`src/rtl/min_max_reduce_pipe.sv`:
```
// min_max_reduce_pipe: pipelined min/max reduction tree over NUM_INPUTS lane
// counters. Returns the winning value, its lane index and the request tag.
// Stage 0 registers the request. Each later stage halves the live element
// count, rounding up. All stages advance together on a single global enable.
module min_max_reduce_pipe #(
  parameter int NUM_INPUTS = 4,
  parameter int ADDR_SIZE  = 22,
  parameter int CNT_SIZE   = 32,
  parameter int IDX_SIZE   = (NUM_INPUTS > 1) ? $clog2(NUM_INPUTS) : 1
) (
  input  logic                  clk,
  input  logic                  rst_n,
  input  logic                  query_rst_n,
  input  logic                  in_valid,
  output logic                  in_ready,
  input  logic [ADDR_SIZE-1:0]  in_addr,
  input  logic [CNT_SIZE-1:0]   in_cnt_array [0:NUM_INPUTS-1],
  input  logic [NUM_INPUTS-1:0] in_mask,
  input  logic                  in_mode_max,
  output logic                  out_valid,
  input  logic                  out_ready,
  output logic [ADDR_SIZE-1:0]  out_addr,
  output logic [CNT_SIZE-1:0]   out_cnt,
  output logic [IDX_SIZE-1:0]   out_idx,
  output logic                  out_none,
  output logic                  out_mode_max
);

  localparam int LEVELS = (NUM_INPUTS > 1) ? $clog2(NUM_INPUTS) : 0;
  localparam int LAT    = LEVELS + 1;

  typedef struct packed {
    logic                vld;
    logic [IDX_SIZE-1:0] idx;
    logic [CNT_SIZE-1:0] val;
  } elem_t;

  // Number of live elements held in stage s.
  function automatic int count_at(input int s);
    return (NUM_INPUTS + (1 << s) - 1) >> s;
  endfunction

  // Merge two elements. a always carries the lower index, so ties keep a.
  function automatic elem_t combine(input elem_t a, input elem_t b, input logic mode_max);
    elem_t r;
    r = '0;
    case ({a.vld, b.vld})
      2'b10:   r = a;
      2'b01:   r = b;
      2'b11: begin
        if (mode_max) r = (b.val > a.val) ? b : a;
        else          r = (b.val < a.val) ? b : a;
      end
      default: r = '0;
    endcase
    return r;
  endfunction

  elem_t                elem_q [LAT][NUM_INPUTS];
  elem_t                elem_d [LAT][NUM_INPUTS];
  logic                 vld_q  [LAT];
  logic                 vld_d  [LAT];
  logic                 mode_q [LAT];
  logic                 mode_d [LAT];
  logic [ADDR_SIZE-1:0] addr_q [LAT];
  logic [ADDR_SIZE-1:0] addr_d [LAT];

  // red[s] holds the combinational inputs of stage s+1. red[LEVELS] is tied off.
  elem_t red [LAT][NUM_INPUTS];

  logic  en;
  logic  xfer;
  elem_t fin;

  for (genvar s = 0; s < LAT; s++) begin : g_lvl
    localparam int NCUR = count_at(s);
    localparam int NNXT = count_at(s + 1);
    for (genvar j = 0; j < NUM_INPUTS; j++) begin : g_el
      if (s == LEVELS || j >= NNXT) begin : g_zero
        assign red[s][j] = '0;
      end else if (2 * j + 1 < NCUR) begin : g_pair
        assign red[s][j] = combine(elem_q[s][2*j], elem_q[s][2*j+1], mode_q[s]);
      end else begin : g_pass
        // Odd element count: the last element passes through unchanged.
        assign red[s][j] = elem_q[s][2*j];
      end
    end
  end

  assign en   = !vld_q[LAT-1] || out_ready;
  assign xfer = in_valid && in_ready;
  assign fin  = elem_q[LAT-1][0];

  // Next-state for every stage. A flush wins over shifting and capture.
  always_comb begin
    vld_d  = vld_q;
    mode_d = mode_q;
    addr_d = addr_q;
    elem_d = elem_q;
    if (!query_rst_n) begin
      for (int unsigned s = 0; s < LAT; s++) begin
        vld_d[s]  = 1'b0;
        mode_d[s] = 1'b0;
        addr_d[s] = '0;
        for (int unsigned j = 0; j < NUM_INPUTS; j++) elem_d[s][j] = '0;
      end
    end else if (en) begin
      vld_d[0]  = xfer;
      mode_d[0] = xfer && in_mode_max;
      addr_d[0] = xfer ? in_addr : '0;
      for (int unsigned j = 0; j < NUM_INPUTS; j++) begin
        elem_d[0][j] = '0;
        if (xfer && in_mask[j]) begin
          elem_d[0][j].vld = 1'b1;
          elem_d[0][j].idx = IDX_SIZE'(j);
          elem_d[0][j].val = in_cnt_array[j];
        end
      end
      for (int unsigned s = 1; s < LAT; s++) begin
        vld_d[s]  = vld_q[s-1];
        mode_d[s] = mode_q[s-1];
        addr_d[s] = addr_q[s-1];
        for (int unsigned j = 0; j < NUM_INPUTS; j++) elem_d[s][j] = red[s-1][j];
      end
    end
  end

  // Stage registers, cleared asynchronously by rst_n.
  always_ff @(posedge clk or negedge rst_n) begin
    if (!rst_n) begin
      for (int unsigned s = 0; s < LAT; s++) begin
        vld_q[s]  <= 1'b0;
        mode_q[s] <= 1'b0;
        addr_q[s] <= '0;
        for (int unsigned j = 0; j < NUM_INPUTS; j++) elem_q[s][j] <= '0;
      end
    end else begin
      vld_q  <= vld_d;
      mode_q <= mode_d;
      addr_q <= addr_d;
      elem_q <= elem_d;
    end
  end

  // Outputs are forced to zero while a flush or reset is asserted.
  always_comb begin
    in_ready     = rst_n && query_rst_n && en;
    out_valid    = query_rst_n && vld_q[LAT-1];
    out_addr     = query_rst_n ? addr_q[LAT-1] : '0;
    out_cnt      = (query_rst_n && fin.vld) ? fin.val : '0;
    out_idx      = (query_rst_n && fin.vld) ? fin.idx : '0;
    out_none     = query_rst_n && vld_q[LAT-1] && !fin.vld;
    out_mode_max = query_rst_n && mode_q[LAT-1];
  end

endmodule

```
`config.mk`:
```
export PLATFORM = sky130hd
export DESIGN_NAME = min_max_reduce_pipe
export DESIGN_NICKNAME = d
export VERILOG_FILES = /design/src/rtl/min_max_reduce_pipe.sv
export SDC_FILE = /design/constraint.sdc
export NUM_CORES = 1
export LEC_CHECK = 0
export BUFFER_PORTS_ARGS = -buffer_cell sky130_fd_sc_hd__buf_2
export CORE_ASPECT_RATIO = 1.1
export CORE_MARGIN = 4
export CORE_UTILIZATION = 50
export DETAILED_ROUTE_END_ITERATION = 8
export PLACE_DENSITY = 0.7
export SYNTH_ARGS = -nofsm -noshare
export SYNTH_HDL_FRONTEND = slang
export SYNTH_SLANG_ARGS = --single-unit
```
`constraint.sdc`:
```
create_clock -name clk -period 3.3 [get_ports clk]
set_input_delay 0.66 -clock clk [delete_from_list [all_inputs] [get_ports clk]]
set_output_delay 0.66 -clock clk [all_outputs]
set_load 0.02 [all_outputs]
```
# [Yosys cells after proc, flatten, opt, wreduce, memory -nomap -nowiden]
# Cells that the tools add are included.
[classes] eq_ne=10 magnitude_cmp=6 n_reduce_logical=15 muxes=28
[op_table] operator="$mux W420" count=2
[op_table] operator="$mux W35" count=13
[op_table] operator="$pmux W35 S3" count=3
[op_table] operator="$mux W66" count=2
[op_table] operator="$gt A32 B32 Y1" count=3
[op_table] operator="$lt A32 B32 Y1" count=3
[op_table] operator="$mux W22" count=2
[op_table] operator="$mux W32" count=1
[op_table] operator="$eq A2 B2 Y1 const B" count=6
[op_table] operator="$logic_and A1 B1 Y1" count=12
[op_table] operator="$mux W3" count=4
[op_table] operator="$eq A2 B1 Y1 const B" count=3
[op_table] operator="$logic_not A1 Y1" count=2
[op_table] operator="$mux W2" count=1
[op_table] operator="$ne A2 B1 Y1 const B" count=1
[op_table] operator="$logic_or A1 B1 Y1" count=1
[word_totals] reg_bits=317 in_bits=160 output_inout_bits=60

# [Depth between registers and ports, before layout]
# Gate-level depths: netlist of the first run.
[logic_depth] word_depth=8 ltp_mapped=12

# [Worst setup path after synthesis of the first run]
# Ideal clock, no wire load.
[synth_path] kind="register to register" start="register elem_q[221] in the netlist's numbering" end="register elem_q[107] in the netlist's numbering" path_stages_with_launch=12 arrival_ns=2.390 path_slack_ns=0.784 period_less_slack_ns=2.516 cell_sequence="dfrtp_1 > ha_1 > nand4_1 > nor4_2 > o21ai_1 > a31oi_1 > o221a_2 > o21ai_1 > and3_1 > buf_6 > buf_8 > a221o_1"
[synth_via] elab_chain_cells=6 elab_cells_between_ends=8
[synth_lines] element="from (decl)" line="59" source="elem_t elem_q [LAT][NUM_INPUTS];"
[synth_lines] element="from (signal assigned)" line="141" source="elem_q <= elem_d;"
[synth_lines] element="$lt A32 B32 Y1 / $gt A32 B32 Y1 (equally long branches)" line="52, 51"
[synth_lines] element="$mux W35 (on tied branches)" line="52, 51"
[synth_lines] element="$mux W35 *" line="51" source="if (mode_max) r = (b.val > a.val) ? b : a;"
[synth_lines] element="$pmux W35 S3 *" line="47" source="case ({a.vld, b.vld})"
[synth_lines] element="$mux W420 *" line="107" source="end else if (en) begin"
[synth_lines] element="$mux W420 *" line="100" source="if (!query_rst_n) begin"
# Mark *: on every way between the ends. The rest lies on a longest branch, timed or not. The select of a mux whose other input is x is not followed.
# A chain may end at the register's enable or synchronous reset.

# [Worst setup path after layout of the first run]
[layout_path] start="register elem_q[411] in the netlist's numbering" end="register elem_q[255] in the netlist's numbering"
# The elaborated chain is that of the path after synthesis.

==> qor.yml, run 1 <==
relSlewSlack: 0.410
end_kind: "register"
num_antenna_cells: 0
syn_avg_cell_area_um2: 11.0
ys_types: 47
period_minus_slack_ns: 3.03
synthCells: 1346
hold_violations: 0
core_area_um2: 29000
finalSetupViolations: 0
powerDensity_nw_per_um2: 482
drc: 0
antenna_found_initial: 0
utilization: 0.602
die_w_um: 172
hpwlAfterDp_um: 27300
die_h_um: 188
vias_per_cell: 5.89
synthTopCellsByArea: "dfrtp_1 52%, a22o_1 8.9%, ha_1 8.1%"
fin_tns_setup_ns: 0
cap_violations: 0
clkSlewWorstSetupHoldPaths_ns: 0.06
grt_pass1_wl_um: 63900
synth_fp_nets: 1602
drt-total-wl_um: 39800
clockBufferDepth: 3
yosys_warnings: 0
p_leak_nw: 8.86
dr.pass1.iters: 5
grt_overflow: 0
root_buffer: "clkbuf_16"
critPathMaxFanout: 29
synth-edff-count: 0
post_cts_buffers: 0
clk_latency_ns: 0.51
synth.most_common_cell: "dfrtp_1"
numCtsBuffers: 35
path_class: "reg -> reg"
grt_util_all_layers: 0.245
drtAntennaViolNets: 0
rsz0062_at_grt: "no"
clkSinkCount: 307
vdd_ir_drop_max_mv: 0.295
whs_ns: 0.360
portBuffers: 219
fin_skew_ns: 0.0153
syn_area_um2: 14800
yosysSeqAreaShare: 0.520
h-tree-depth: 2
hold_class: "in -> reg"
fin_nets: 1790
yosys_register_bits: 307
required_ns: 3.73
io-pin-count: 220
worstPathArrival_ns: 3.46
dieArea_um2: 32400
fmax_mhz: 330
areaGrowthSynthToFinish_pct: 17.9
slew_violations: 0
worstMarginPinSlew_ns: 0.885
synth.top_cell.area_share: 0.520
period_share: 0.919
synthArstFlopShare: 1.00
via_count: 11400
wire_per_inst_um: 20.6
status: "complete, no violations"
drive_above_1_share: 0.204
synthTopCellsByCount: "307 x dfrtp_1, 151 x a22o_1, 132 x nand2_1"
critPathLaunchType: "register"
start_util: 0.511
place.gp.congestion: 0.851
tritoncts: "built"
drt_iter0_drc: 935
num_rows: 65
synth-main-ff-cell: "dfrtp_1"
grt_max_degree: 157
first_global_vias: 11700
synth_top_area_cell: "dfrtp_1"
-- cell type report --
cell class              instances  area (um2)
clock buffers                  52        1040
clock inverters                11         176
fillers                      2413       11500
inverters                     102         383
multi-input cells             839        6320
flip-flops and latches        307        7680
well taps                     368         460
repair buffers                249        1370
-- metrics by stage --
step	cells	worst slack (ns)	area [um2]	power (mW)
2_1_floorplan	1346	0.784	14800	4.15
3_3_place_gp	1864	0.274	16200	4.41
3_5_place_dp	1864	0.180	16200	4.42
4_1_cts	1928	0.135	17400	8.49
5_1_grt	1928	0.0773	17400	8.74
6_report	1928	0.267	17400	8.41
-- where the power goes --
group / internal (mW) / leakage, nW / switching, mW
logic: 0.194 / 4.00 / 0.306
registers: 3.81 / 4.26 / 0.0433
clock network: 2.51 / 0.595 / 1.55
total: 6.52 / 8.86 / 1.90
-- cell families after synthesis --
kind of cell / Yosys count / share of synthesized area
compound gates: 388 / 0.219
xor+xnor: 2 / 0.00119
fa+ha+maj: 96 / 0.0812
buf+inv: 200 / 0.0561
flops: 307 / 0.520
mux: 1 / 0.000677
simple gates: 352 / 0.122
-- final timing paths --
kind / startpoint / endpoint / slack (ns) / cells past startpoint
setup / recovery: elem_q[411] / elem_q[255] / 0.27 / 11
hold reg to reg: vld_q[1] / vld_q[0] / 0.48 / 1
setup reg to reg: elem_q[411] / elem_q[255] / 0.27 / 11
hold / removal: in_cnt_array[3] / elem_q[283] / 0.36 / 2
min in group asynchronous: rst_n / addr_q[37] / 0.57 / 2
max in group asynchronous: rst_n / elem_q[247] / 1.59 / 3
-- flip-flops by register name (all words and copies together) (netlist names) --
register,cells
elem_q,235
addr_q,66
mode_q,3
vld_q,3
-- cell usage in the layout (no fill, tap or decap), types with 8 or more instances in the layout --
master / Yosys / final
a21boi_0: 47 / 47
a21o_1: 18 / 18
a21oi_1: 36 / 35
a221o_1: 100 / 100
a22o_1: 151 / 151
and2_1: 90 / 90
and3_1: 44 / 44
buf_2: 12 / 218
buf_4: 0 / 26
clkbuf_1: 73 / 8
clkbuf_16: 0 / 36
clkbuf_8: 0 / 8
dfrtp_1: 307 / 307
ha_1: 96 / 96
inv_1: 101 / 101
nand2_1: 132 / 132
nand3_1: 11 / 11
nand4_1: 11 / 11
nor2_1: 13 / 12
nor3_1: 35 / 35
o21ai_0: 12 / 12
-- worst max-delay path, cell delays in order, from the launching register on --
cell	delay (ns)
dfrtp_1	0.41
inv_1	0.06
ha_1	0.28
and3_1	0.22
a221oi_1	0.28
a21oi_1	0.15
a211o_1	0.28
a21oi_1	0.15
xor2_1	0.28
o2bb2ai_2	0.19
buf_4	0.38
a221o_1	0.26
-- layer usage --
layer / GRT usage / part of all wire
met4: 0.0765 / 0.033
met2: 0.406 / 0.49
met1: 0.332 / 0.42
met3: 0.0386 / 0.056
met5: 0 / 0
-- timing repair --
item	CTS	global route
endpoints found under the setup margin	0	42
gates resized for setup	0	2
endpoints found under the hold margin	17	0
hold buffers	1	0
(Power assumes the default switching activity.)
==> run 2, diff against run 1 <==
Settings changed: RECOVER_POWER set to 50.
==> run 2 against run 1 <==
The flow now finishes with violations (capacitance limit, slew limit). Register-to-register slack hardly changed. Clock power about the same. Core utilization down 0.13 points. Flip-flop and latch count is the same. Maximum frequency fell by 1.1%. Via count rose by 0.19%. Global-route usage unchanged. Sequential power about the same. Critical path depth decreased by 7. Clock skew barely moved. Cell area shrank 0.22%. Non-clock buffer count unchanged. Largest power group unchanged. Highest routed layer unchanged.
==> qor.yml, run 2 (synthesis results as in run 1) <==
numCtsBuffers: 35  # unchanged
layout_commonest_cell: "dfrtp_1"
core_area_um2: 29000  # unchanged
clkSlewWorstSetupHoldPaths_ns: 0.05  # about the same
hold_class: "in -> reg"
drive_above_1_share: 0.202  # -0.00192
areaGrowthSynthToFinish_pct: 17.7
powerDensity_nw_per_um2: 483  # +0.15%
required_ns: 2.64  # -1.09 ns
place.gp.congestion: 0.851  # unchanged
largestRegisters: "elem_q x235, addr_q x66"
antenna_found_initial: 0  # unchanged
first_global_vias: 11700  # unchanged
clkSinkCount: 307  # unchanged
dp_slack_ns: 0.180  # unchanged
fmax_mhz: 326  # -1.1%
clk_latency_ns: 0.51  # about the same
fin_tns_setup_ns: 0  # unchanged
grt_util_all_layers: 0.245  # unchanged
die_w_um: 172  # unchanged
vdd_ir_drop_max_mv: 0.293  # -0.71%
wl_met1_um: 16600  # -0.65%
place_inst: 1864  # unchanged
final_cell_mix: "307 x dfrtp_1, 217 x buf_2, 151 x a22o_1"
layoutNonFillerInstCount: 1928  # unchanged
via_count: 11400  # +0.19%
portBuffers: 219  # unchanged
period_share: 0.930  # +0.0106
worstMarginPinSlew_ns: 1.96  # +1.08 ns
tritoncts: "built"
drt-total-wl_um: 39700  # -0.22%
rsz0062_at_grt: "no"
relSlewSlack: -0.309  # -0.719
vias_per_cell: 5.90  # +0.19%
slew_violations: 293  # +293
finalSetupViolations: 0  # unchanged
cap_violations: 3  # +3
end_kind: "output pin"
critPathMaxFanout: 26  # -10%
hold_violations: 0  # unchanged
drtAntennaViolNets: 0  # unchanged
io-pin-count: 220  # unchanged
grt_max_degree: 157  # unchanged
largest_reg_flops: 235  # unchanged
drt_iter0_drc: 898  # -4.0%
die_h_um: 188  # unchanged
clockBufferDepth: 3  # unchanged
path_class: "in -> out"
period_minus_slack_ns: 3.07  # +0.0350 ns
met2_length_um: 19500  # about the same
nFillCells: 2420  # +0.29%
fin_nets: 1790  # unchanged
worstPathArrival_ns: 2.41  # -1.05 ns
routed-wl-met3_um: 2280  # +1.2%
dr.max_layer_used: "met4"
dr.pass1.iters: 5  # unchanged
grt_overflow: 0  # unchanged
h-tree-depth: 2  # unchanged
top_register: "elem_q"
p_leak_nw: 8.84  # -0.21%
hpwlAfterDp_um: 27300  # unchanged
finish.instance_area_um2: 17400  # -0.22%
num_antenna_cells: 0  # unchanged
critPathLaunchType: "primary input"
fin_skew_ns: 0.0156  # +0.000327 ns
start_util: 0.511  # unchanged
dieArea_um2: 32400  # unchanged
status: "finished, violations left"
grt_pass1_wl_um: 63900  # unchanged
num_rows: 65  # unchanged
wire_per_inst_um: 20.6  # -0.22%
root_buffer: "clkbuf_16"
fin_ws_ns: 0.232  # -0.0350 ns
place_area_um2: 16200  # unchanged
failed_checks: "capacitance limit, slew limit"
drc: 0  # unchanged
## run 2: worst paths after layout
path	startpoint	endpoint	slack (ns)	cells past startpoint
max reg2reg	elem_q[287]	elem_q[221]	0.26	10
max	query_rst_n	out_cnt[0]	0.23	4
min	in_cnt_array[5]	elem_q[285]	0.36	2
min reg2reg	vld_q[1]	vld_q[0]	0.48	1
max in group asynchronous	rst_n	elem_q[254]	0.51	3
min in group asynchronous	rst_n	addr_q[37]	0.56	2
## run 2: worst max-delay path, stage by stage
cell and delay (ns):
clkbuf_1 0.66, clkbuf_1 0.56, and3_1 0.33, buf_2 0.19
## run 2: layer usage
layer,GRT usage,vias up
li1,-,5275
met5,0,-
met1,0.332,5652
met2,0.406,375
met3,0.0386,78
met4,0.0765,0
## run 2: repair_timing
| item | in CTS | in global routing |
|---|---|---|
| buffers inserted | 0 | 0 |
| endpoints found under the hold margin | 17 | 0 |
| endpoints found under the setup margin | 0 | 42 |
| resized for setup | 0 | 2 |
| hold buffers | 1 | 0 |
## run 2: where the power goes
| part | internal (mW) | switching, mW |
|---|---|---|
| combinational | 0.190 | 0.305 |
| clock | 2.51 | 1.54 |
| sequential | 3.81 | 0.0432 |
## run 2: through the flow
stage | total power [mW] | hold WS (ns) | utilization
floorplan | 4.15 | 0.364 | -
global route | 8.74 | 0.346 | 0.601
detailed placement | 4.42 | 0.465 | 0.559
global placement | 4.41 | 0.462 | 0.559
CTS | 8.49 | 0.344 | 0.602
finish | 8.41 | 0.361 | 0.601
## run 2: final cells by class
cell class / instances / area, um2 / share of cell area
clock buffers: 52 / 1040 / 0.0598
clock inverters: 11 / 176 / 0.0101
inverters: 102 / 383 / 0.0220
multi-input cells: 839 / 6320 / 0.363
flip-flops and latches: 307 / 7680 / 0.442
well taps: 368 / 460 / 0.0265
repair buffers: 249 / 1330 / 0.0766
==> run 3, diff against run 2 <==
Settings changed: BUFFER_PORTS_ARGS -buffer_cell sky130_fd_sc_hd__buf_2 to -buffer_cell sky130_fd_sc_hd__clkbuf_2.
==> run 3 against run 2 <==
The flow still finishes with violations (capacitance limit, slew limit). Sequential share of layout area grew 0.076 points. Setup slack gained 0.0041 ns. Critical path type is now reg -> reg. Clock power shrank 4%. Global-route usage decreased by 0.46 points. Flip-flop and latch count stayed put. Highest routed layer unchanged. Sequential power about the same. Routed wire length decreased by 1.1%.
==> qor.yml, run 3 (synthesis results as in run 1) <==
layoutNonFillerInstCount: 1928  # unchanged
clkSlewWorstSetupHoldPaths_ns: 0.06  # about the same
fmax_mhz: 326  # +0.14%
p_leak_nw: 8.80  # -0.40%
worstMarginPinSlew_ns: 2.41  # +0.446 ns
powerDensity_nw_per_um2: 474  # -2.0%
drc: 0  # unchanged
end_kind: "register"
cap_violations: 3  # unchanged
rsz0062_at_grt: "no"
grt_pass1_wl_um: 62300  # -2.4%
max_stage_delay_ns: 0.38  # -0.28 ns
largestRegisters: "elem_q x235, addr_q x66"
place_area_um2: 16200  # about the same
num_antenna_cells: 0  # unchanged
hold_violations: 0  # unchanged
cpMostUsedCell: "a21oi_1"
via_count: 11200  # -1.2%
tritoncts: "built"
vias_per_cell: 5.83  # -1.2%
period_share: 0.929  # -0.00126
clk_latency_ns: 0.51  # about the same
place_inst: 1865  # +0.054%
top_register: "elem_q"
failed_checks: "capacitance limit, slew limit"
start_util: 0.511  # unchanged
critPathMaxFanout: 17  # -35%
required_ns: 3.67  # +1.03 ns
finish.instance_area_um2: 17400  # -0.17%
drt_iter0_drc: 754  # -16%
die_w_um: 172  # unchanged
grt_max_degree: 177  # +13%
critPathLaunchType: "register"
hpwlAfterDp_um: 27400  # about the same
vdd_ir_drop_max_mv: 0.345  # +18%
cp_num_buf_inv: 2  # -1
fin_skew_ns: 0.0189  # +0.00332 ns
finalSetupViolations: 0  # unchanged
cpMaxStageDelayCell: "dfrtp_1"
first_global_vias: 11500  # -1.9%
period_minus_slack_ns: 3.06  # -0.00415 ns
drtAntennaViolNets: 0  # unchanged
dr.pass1.iters: 6  # +1
worstPathCellList: "inv_1, ha_1, and3_1, a221oi_1, a21oi_1, a211o_1, a21oi_1, xor2_1, a21oi_4, buf_4, a221o_1"
drt-total-wl_um: 39300  # -1.1%
areaGrowthSynthToFinish_pct: 17.5
status: "finished, violations left"
die_h_um: 188  # unchanged
final_cell_mix: "307 x dfrtp_1, 220 x clkbuf_2, 151 x a22o_1"
portBuffers: 219  # unchanged
root_buffer: "clkbuf_16"
path_class: "reg -> reg"
layout_commonest_cell: "dfrtp_1"
place.gp.congestion: 0.849  # -0.15%
core_area_um2: 29000  # unchanged
fin_tns_setup_ns: 0  # unchanged
whs_ns: 0.0465  # -0.315 ns
clockBufferDepth: 3  # unchanged
clkSinkCount: 307  # unchanged
antenna_found_initial: 0  # unchanged
fin_nets: 1791  # +0.056%
wire_per_inst_um: 20.4  # -1.1%
hold_class: "in -> async"
grt_overflow: 0  # unchanged
io-pin-count: 220  # unchanged
largest_reg_flops: 235  # unchanged
drive_above_1_share: 0.204  # +0.00256
num_rows: 65  # unchanged
worstPathArrival_ns: 3.44  # +1.03 ns
cp_top_family: "compound AO/OA/AOI/OAI gates"
numCtsBuffers: 36  # +2.9%
dieArea_um2: 32400  # unchanged
reg2reg_slack_ns: 0.24  # -0.02 ns
slew_violations: 261  # -11%
grt_util_all_layers: 0.240  # -0.00463
relSlewSlack: -0.606  # -0.297
h-tree-depth: 2  # unchanged
-- run 3: metrics by stage --
stage / power [mW] / util / setup slack, ns
floorplan: 4.15 / - / 0.784
global placement: 4.41 / 0.560 / 0.184
detailed placement: 4.43 / 0.560 / 0.0840
CTS: 8.30 / 0.600 / 0.0227
global route: 8.54 / 0.600 / 0.0216
finish: 8.22 / 0.600 / 0.236
-- run 3: power by group --
group	switching (mW)	internal (mW)	total [mW]	leakage, nW
logic	0.304	0.194	0.498	3.97
registers	0.0450	3.81	3.86	4.26
clock network	1.53	2.33	3.87	0.574
total	1.88	6.34	8.22	8.80
-- run 3: final cells by class --
cell class	instances	area [um2]
well taps	368	460
inverters	102	383
clock inverters	11	88.8
repair buffers	249	1340
clock buffers	52	1070
flip-flops and latches	307	7680
multi-input cells	839	6340
fillers	2386	11600
-- run 3: final timing paths --
path / from / endpoint / cells past startpoint
max in group asynchronous: rst_n / elem_q[363] / 2
worst min-delay path: rst_n / addr_q[18] / 1
worst min register to register: vld_q[2] / vld_q[2] / 1
worst max-delay path: elem_q[411] / elem_q[267] / 11
worst max register to register: elem_q[411] / elem_q[267] / 11
min in group clk: in_cnt_array[43] / elem_q[326] / 2
-- run 3: repair_timing --
item / CTS / global route
gates resized for setup: 0 / 4
endpoints found under the setup margin: 0 / 50
hold buffers: 0 / 0
buffers inserted: 0 / 0
-- run 3: metal layers --
layer	global-route usage	vias up	wire (um)
met1	0.324	5552	16800
met5	0	-	0
met2	0.400	340	19200
met4	0.0798	0	1260
met3	0.0340	79	2010
li1	-	5274	-
